**config.mk**
```make
export PLATFORM = sky130hd
export DESIGN_NAME = bin_to_bcd
export DESIGN_NICKNAME = d
export VERILOG_FILES = /design/src/rtl/bin_to_bcd.sv
export SDC_FILE = /design/constraint.sdc
export NUM_CORES = 1
export LEC_CHECK = 0
export CORE_MARGIN = 2
export CORE_UTILIZATION = 52
export DETAILED_ROUTE_END_ITERATION = 7
export PLACE_DENSITY = 0.81
export SLEW_MARGIN = 20
export SYNTH_ARGS = -nofsm -noshare
export SYNTH_HDL_FRONTEND = slang
export SYNTH_SLANG_ARGS = --single-unit
```
**constraint.sdc**
```tcl
create_clock -name clk -period 5.5 [get_ports clk]
set_input_delay 1.1 -clock clk [delete_from_list [all_inputs] [get_ports clk]]
set_output_delay 1.1 -clock clk [all_outputs]
set_load 0.05 [all_outputs]
```
**src/rtl/bin_to_bcd.sv**
```systemverilog
// rtl/bin_to_bcd.sv - sequential double-dabble binary-to-BCD converter
// One binary bit per clock; result and digit count are registered on completion.
module bin_to_bcd #(
  parameter int WIDTH  = 32,
  parameter int DIGITS = 10
) (
  input  logic                  clk,
  input  logic                  reset,
  input  logic                  start,
  input  logic [WIDTH-1:0]      value,
  output logic                  busy,
  output logic                  done,
  output logic [4*DIGITS-1:0]   bcd,
  output logic [3:0]            digit_count
);

  localparam int BW = 4 * DIGITS;
  localparam int TW = WIDTH + BW;
  localparam int CW = $clog2(WIDTH + 1);

  typedef enum logic {IDLE, SHIFT} state_t;

  state_t         state, state_nx;
  logic [TW-1:0]  work, work_nx, adj, shifted;
  logic [CW-1:0]  cnt, cnt_nx;
  logic [BW-1:0]  bcd_nx;
  logic [3:0]     dc_nx;
  logic           done_nx;
  logic           last;

  always_ff @(posedge clk) begin
    if (reset) begin
      state       <= IDLE;
      work        <= '0;
      cnt         <= '0;
      bcd         <= '0;
      digit_count <= 4'd1;
      done        <= 1'b0;
    end else begin
      state       <= state_nx;
      work        <= work_nx;
      cnt         <= cnt_nx;
      bcd         <= bcd_nx;
      digit_count <= dc_nx;
      done        <= done_nx;
    end
  end

  assign busy = (state == SHIFT);

  // Add-3 correction on every BCD nibble in parallel, then shift the whole register.
  always_comb begin
    adj = work;
    for (int i = 0; i < DIGITS; i++) begin
      if (work[WIDTH+4*i +: 4] >= 4'd5)
        adj[WIDTH+4*i +: 4] = work[WIDTH+4*i +: 4] + 4'd3;
    end
    shifted = {adj[TW-2:0], 1'b0};
    last    = (cnt == CW'(WIDTH - 1));
  end

  always_comb begin
    state_nx = state;
    work_nx  = work;
    cnt_nx   = cnt;
    bcd_nx   = bcd;
    dc_nx    = digit_count;
    done_nx  = 1'b0;
    case (state)
      IDLE: begin
        if (start) begin
          work_nx  = {{BW{1'b0}}, value};
          cnt_nx   = '0;
          state_nx = SHIFT;
        end
      end
      SHIFT: begin
        work_nx = shifted;
        cnt_nx  = cnt + 1'b1;
        if (last) begin
          bcd_nx = shifted[WIDTH +: BW];
          dc_nx  = 4'd1;
          for (int i = 0; i < DIGITS; i++) begin
            if (shifted[WIDTH+4*i +: 4] != 4'd0)
              dc_nx = 4'(i + 1);
          end
          done_nx  = 1'b1;
          state_nx = IDLE;
        end
      end
      default: state_nx = IDLE;
    endcase
  end

endmodule
```
==> reports/qor.yml, run 1 <==
synth_top_area_cell: "dfxtp_1"
clkSlewWorstSetupHoldPaths_ns: 0.05
max_slew_margin_pct: 32.62
clockBufferDepth: 2
drtAntennaViolNets: 0
dp_cells: 933
fin_area_um2: 7352
cts_tree: "yes"
numClockSinks: 124
syn_area_um2: 5973
async_flop_share_pct: 0
hold_buffers: 0
final_hold_viol_count: 0
p_per_area_nw_per_um2: 281.6
routedWlPerCell_um: 13.80
die_y_um: 111.2
status: "finished clean"
fmax_mhz: 320.7
ys_seq_area_share_pct: 41.56
vdd_drop_max_uv: 255.2
fill_cells: 910
post_cts_resized: 0
p_sw_uw: 439.7
hpwl_um: 8796
antenna_found_initial: 0
syn2layout_area_growth_pct: 23.08
worstPathCellList: "clkdlybuf4s50_1"
worstMarginPinSlew_ns: 1.011
slowest_delay_ns: 0.92
routed-via-count: 5304
grt_pass1_vias: 5085
drv_slew: 0
p_comb_share_pct: 5.7
synth_area_per_cell_um2: 7.922
period_minus_slack_ns: 3.118
layout-drive-gt1-share_pct: 5.617
synth_top_cells_by_area: "dfxtp_1 (42%), a21oi_1 (9.0%), nor2_1 (8.8%)"
cpMaxStageDelayCell: "clkdlybuf4s50_1"
finalCritPeriodShare_pct: 56.70
hold_path.class: "reg -> reg"
grt.overflow.total: 0
grt_pass1_wl_um: 22560
startpoint_type: "flop"
drt_first_pass_iters: 5
gp_congestion: 0.8450
die_x_um: 111.2
dpl-instance-area_um2: 6802
clock_latency_ns: 0.41
synth-edff-count: 0
post_cts_buffers: 0
track_usage_pct: 21.90
synth_seq_cells: 124
worstSetupEndpointType: "output pin"
dieArea_um2: 12360
fin_nets: 865
grt_max_degree: 102
initialDrtViolationCount: 358
fin_cells: 962
vias_per_cell: 5.514
synth_cells: 754
p_int_mw: 1.631
drc_errors: 0
skew_ns: 0.004459
cts_htree_levels: 4
fin_util_pct: 64.94
synth_nets: 810
p_leak_nw: 2.855
setup-tns-final_ns: 0
io_buffers: 80
synth_cell_types: 44
start_util_pct: 52.76
rows: 39
crit_family: "buffers and inverters"
critPathKind: "reg -> out"
rrSetupSlack_ns: 3.13
path_max_fanout: 56
n_antenna_cell: 0
clkPwrFrac_pct: 49.3
finalWirelength_um: 13270
yosysMostFrequentCell: "nor2_1"
ys.flop_type: "dfxtp_1"
core_um2: 11320
cp_data_required_time_ns: 4.40
cts_buffers: 17
p_seq_share_pct: 45.0
arrival_ns: 2.02
ys_warn_count: 0
synthTopCellsByCount: "nor2_1 (140), dfxtp_1 (124), a21oi_1 (108), nand2_1 (81), mux2i_1 (46)"
path_buf_inv: 1
maxCapViolCount: 0
netlist.area_leader.share_pct: 41.56
cts_root_buf: "clkbuf_16"
setup_violations: 0
ioPinCount: 81
switching_share_pct: 21.23
rsz0062_at_grt: "false"
registers in the layout (all words and copies together) (netlist names):
| name | count |
|---|---|
| done | 1 |
| work | 72 |
| bcd | 40 |
| busy | 1 |
| digit_count | 4 |
| cnt | 6 |
kinds of logic after synthesis:
kind of cell	after synthesis	synth area share, %
flip-flops	124	41.56
XOR/XNOR	10	1.466
buffers and inverters	75	4.734
adder cells (fa/ha/maj)	21	4.399
AND/OR/NAND/NOR	316	24.59
AO/OA/AOI/OAI	161	15.35
multiplexers	47	7.897
power groups by stage:
stage	clock [mW]	sequential (mW)	combinational (mW)
finish	1.02	0.933	0.117
global route	1.08	0.934	0.131
CTS	1.04	0.932	0.117
detailed placement	0	0.950	0.116
global placement	0	0.949	0.112
floorplan	0	0.942	0.0842
per-stage QoR:
stage | hold WS, ns | total power [mW] | setup WS [ns]
4_1_cts | 0.4554 | 2.086 | 2.373
6_report | 0.4537 | 2.071 | 2.382
2_1_floorplan | 0.4447 | 1.026 | 3.069
3_3_place_gp | 0.4430 | 1.061 | 2.513
3_5_place_dp | 0.4487 | 1.066 | 2.473
5_1_grt | 0.4707 | 2.144 | 2.283
layout make-up:
class                      instances  area, um^2  area share, %
tap                              143       178.9          2.434
multi-input combinational        555        3208          43.64
timing repair buffer              85       830.8          11.30
sequential                       124        2486          33.82
clock buffer                      29       550.5          7.488
inverter                          26       97.59          1.327
routing by layer:
| metal | wire [um] | up-vias | global-route usage, % |
|---|---|---|---|
| li1 | - | 2667 | - |
| met1 | 5739 | 2496 | 25.34 |
| met2 | 6639 | 121 | 38.25 |
| met3 | 682 | 20 | 7.217 |
| met4 | 211 | 0 | 6.996 |
| met5 | 0 | - | 0 |
worst paths after layout:
path	cells after the start	start	to
worst max register to register	9	work[49]	digit_count[1]
worst min register to register	2	bcd[17]	bcd[17]
worst min-delay path	2	bcd[17]	bcd[17]
worst max-delay path	1	busy	busy
layout by cell type (no fill, tap or decap), types with 8 or more instances in the layout:
cell and n:
a211oi_1 9, a21oi_1 108, clkbuf_16 17, clkbuf_8 8, clkdlybuf4s50_1 78, dfxtp_1 123
ha_1 21, inv_1 26, mux2i_1 46, nand2_1 81, nand2b_1 16, nand3_1 9
nor2_1 140, nor3_1 29, nor3b_1 23, o21ai_0 21, xnor2_1 10
(Power assumes the default switching activity.)
==> run 2: changes to the inputs <==
- clock period: 5.5 -> 3 ns (I/O delays scaled with it)
==> run 2 against run 1 <==
Compared with the run above: sequential cell count unchanged; clock skew grew 0.0013 ns; core utilization up 0.98 points; sequential share of layout area shrank 0.50 points; final area grew 1.5%; non-clock buffer count is 2 higher.
==> reports/qor.yml, run 2 (synthesis gave the netlist of run 1 again) <==
p_per_area_nw_per_um2: 548.5
rsz0062_at_grt: "false"
fin_area_um2: 7463
regMostFlops: "work"
finalCritPeriodShare_pct: 84.51
startpoint_type: "flop"
slowest_delay_ns: 0.90
cts_tree: "yes"
path_buf_inv: 1
dp_slack_ns: 0.7148
clockBufferDepth: 2
whs_path_depth: 2
worstMarginPinSlew_ns: 0.6892
hpwl_um: 9000
fin_util_pct: 65.93
hold_buffers: 0
largest_reg_flops: 72
mostFrequentLayoutCells: "nor2_1 (140), dfxtp_1 (123), a21oi_1 (108)"
fmax_mhz: 394.4
routed-via-count: 5338
p_leak_nw: 2.910
r2r-start: "work[57]"
drtAntennaViolNets: 0
rrSetupSlack_ns: 0.63
grt.overflow.total: 0
rr_worst_depth: 9
dp_cells: 935
ioPinCount: 81
path_depth: 1
dpl-instance-area_um2: 6829
cp-startpoint: "busy"
final_common_cell: "nor2_1"
routedWlPerCell_um: 13.90
post_cts_buffers: 0
top_regs: "work (72), bcd (40), cnt (6)"
start_util_pct: 52.76
drv_slew: 0
setup_violations: 0
fin_nets: 867
die_x_um: 111.2
core_um2: 11320
dieArea_um2: 12360
grt_pass1_wl_um: 22910
worstSetupEndpointType: "output pin"
fin_cells: 967
cts_buffers: 17
skew_ns: 0.005801
hold_path.class: "reg -> reg"
reg2reg_to: "digit_count[2]"
drt_first_pass_iters: 5
maxCapViolCount: 0
arrival_ns: 1.94
clock_latency_ns: 0.41
max_slew_margin_pct: 53.92
worstPathCellList: "clkdlybuf4s50_1"
vias_per_cell: 5.520
cts_root_buf: "clkbuf_16"
gp_congestion: 0.8209
vdd_drop_max_uv: 475.7
period_minus_slack_ns: 2.535
die_y_um: 111.2
final.setup.worst_slack_ns: 0.4647
grt_pass1_vias: 5019
crit_family: "buffers and inverters"
status: "finished clean"
finalWirelength_um: 13440
clkSlewWorstSetupHoldPaths_ns: 0.05
hp-start: "bcd[17]"
final_hold_viol_count: 0
n_antenna_cell: 0
crit_end: "busy"
antenna_found_initial: 0
cts_htree_levels: 4
grt_max_degree: 73
numClockSinks: 124
post_cts_resized: 0
rows: 39
track_usage_pct: 22.27
cpMaxStageDelayCell: "clkdlybuf4s50_1"
setup-tns-final_ns: 0
initialDrtViolationCount: 358
path_max_fanout: 44
critPathKind: "reg -> out"
cp_data_required_time_ns: 2.40
io_buffers: 80
syn2layout_area_growth_pct: 24.95
layout-drive-gt1-share_pct: 6.189
drc_errors: 0
==> run 2: changes by cell type in the layout (fill, tap and decap cells not counted), sizes merged <==
cell and change:
bufinv +3, clkbuf -2, buf +2, clkinv +2
==> run 2: report_power, final <==
part           total [mW]  internal [mW]  switching, mW
sequential           1.71           1.68         0.0274
combinational       0.222         0.0965          0.126
clock                2.17           1.46          0.701
total                4.09           3.24          0.855
==> run 2: worst min-delay path by stage <==
| stage | end | slack (ns) |
|---|---|---|
| 3_3_place_gp | bcd[25] | 0.44 |
| 4_1_cts | bcd[21] | 0.46 |
| 3_5_place_dp | bcd[21] | 0.45 |
| 6_report | bcd[17] | 0.46 |
| 5_1_grt | bcd[13] | 0.47 |
| 2_1_floorplan | bcd[0] | 0.44 |
==> run 2: stage by stage <==
| stage | hold WS [ns] | total power, mW |
|---|---|---|
| after detailed placement | 0.4517 | 1.960 |
| after floorplan | 0.4447 | 1.882 |
| after global placement | 0.4441 | 1.952 |
| final | 0.4564 | 4.094 |
| after global routing | 0.4706 | 4.227 |
| after CTS | 0.4588 | 4.121 |
==> run 2: per-layer routing <==
metal  share of wire (%)  global-route usage, %
met5                   0                      0
met4                 1.6                  8.889
met3                 5.0                  5.577
met2                  49                  38.29
met1                  44                  26.65
==> run 2: layout make-up <==
cell class                      instances  area [um^2]
Fill cell                             929         3857
Sequential cell                       124         2486
Clock buffer                           27        534.3
Tap cell                              143        178.9
Clock inverter                          5        100.1
Multi-Input combinational cell        555         3208
Timing Repair Buffer                   87        858.3
Inverter                               26        97.59
==> run 3: changes to the inputs <==
- clock period: 3 -> 2.4 ns (I/O delays scaled with it)
==> run 3 against run 2 <==
Compared with the run above: sequential power grew 25%; die area is the same; largest power group unchanged; cell count grew 0.62%; first-iteration DRC count shrank 10%; critical path depth grew 7; global-route usage grew 1.1 points; critical path type is now reg -> reg; combinational power grew 32%.
==> reports/qor.yml, run 3 (synthesis gave the netlist of run 1 again) <==
max_slew_margin_pct: 57.68
dp_cells: 941
largest_reg_flops: 72
drtAntennaViolNets: 0
die_x_um: 111.2
finalWirelength_um: 14320
arrival_ns: 2.64
maxCapViolCount: 0
critPathKind: "reg -> reg"
drt_first_pass_iters: 5
status: "finished clean"
rows: 39
layout-drive-gt1-share_pct: 7.590
finalCritPeriodShare_pct: 95.81
clkSlewWorstSetupHoldPaths_ns: 0.05
fin_cells: 973
final_hold_viol_count: 0
fill_cells: 908
worstSetupEndpointType: "flop"
cts_tree: "yes"
cts_buffers: 17
setup_violations: 0
dp_slack_ns: 0.05669
p_leak_nw: 2.957
vdd_drop_max_uv: 512.2
startpoint_type: "flop"
routed-via-count: 5423
start_util_pct: 52.76
initialDrtViolationCount: 322
syn2layout_area_growth_pct: 26.81
grt_pass1_vias: 5220
fmax_mhz: 434.9
rr_worst_depth: 8
gp_congestion: 0.8432
top_regs: "work (72), bcd (40), cnt (6)"
clock_latency_ns: 0.42
mostFrequentLayoutCells: "nor2_1 (140), dfxtp_1 (122), a21oi_1 (108)"
numClockSinks: 124
dieArea_um2: 12360
regMostFlops: "work"
fin_area_um2: 7575
hpwl_um: 9771
hold_path.class: "reg -> reg"
cts_root_buf: "clkbuf_16"
vias_per_cell: 5.573
io_buffers: 80
clockBufferDepth: 2
skew_ns: 0.007535
grt.overflow.total: 0
dpl-instance-area_um2: 6897
p_per_area_nw_per_um2: 684.9
cp_data_required_time_ns: 2.74
grt_max_degree: 63
antenna_found_initial: 0
n_antenna_cell: 0
path_max_fanout: 4
track_usage_pct: 23.36
finalPower_mw: 5.188
whs_path_depth: 2
period_minus_slack_ns: 2.299
post_cts_buffers: 0
grt_pass1_wl_um: 23620
drv_slew: 0
die_y_um: 111.2
rsz0062_at_grt: "true"
fin_nets: 873
core_um2: 11320
worstMarginPinSlew_ns: 0.6281
ioPinCount: 81
final.setup.worst_slack_ns: 0.1005
drc_errors: 0
cts_htree_levels: 4
routedWlPerCell_um: 14.72
final_common_cell: "nor2_1"
## run 3: final timing paths
check,slack (ns),start,endpoint
setup / recovery,0.10,work[61],digit_count[1]
hold / removal,0.45,bcd[10],bcd[10]
setup reg to reg,0.10,work[61],digit_count[1]
hold reg to reg,0.45,bcd[10],bcd[10]
## run 3: final cells by class
class	count	area [um^2]	share of cell area, %
Timing Repair Buffer	93	925.9	12.22
Sequential cell	124	2487	32.84
Inverter	26	97.59	1.288
Clock inverter	7	160.2	2.114
Tap cell	143	178.9	2.362
Clock buffer	25	475.5	6.277
Multi-Input combinational cell	555	3249	42.90
## run 3: what timing repair did
| item | 4_1_cts | 5_1_grt |
|---|---|---|
| endpoints found under the setup margin | 0 | 3 |
| hold buffers | 0 | 0 |
| resized for setup | 0 | 10 |
## run 3: per-stage QoR
stage                     hold WS, ns  setup TNS [ns]  util, %
final                          0.4535               0    66.91
after global routing           0.4733        -0.01990    66.91
after CTS                      0.4555               0    66.53
after detailed placement       0.4485               0    60.92
after global placement         0.4414               0    60.92
after floorplan                0.4447               0        -
## run 3: worst max-delay path, stage by stage, from the launching register on
cell	delay [ns]
dfxtp_1	0.33
inv_1	0.10
ha_1	0.21
nand2b_2	0.20
a21oi_4	0.19
mux2i_2	0.11
or3b_2	0.51
a311o_1	0.34
a211oi_2	0.22
## run 3: power by group
| group | total, mW | switching (mW) | internal, mW | leakage, nW |
|---|---|---|---|---|
| Combinational | 0.294 | 0.166 | 0.128 | 1.64 |
| Sequential | 2.13 | 0.0315 | 2.10 | 1.00 |
| Clock | 2.77 | 0.872 | 1.89 | 0.309 |
## run 3: layer usage
metal,up-vias,part of all wire [%],track usage [%]
met5,-,0,0
met4,0,3.1,10.95
met3,42,5.2,6.998
met1,2535,41,25.41
met2,150,51,41.50
li1,2696,-,-
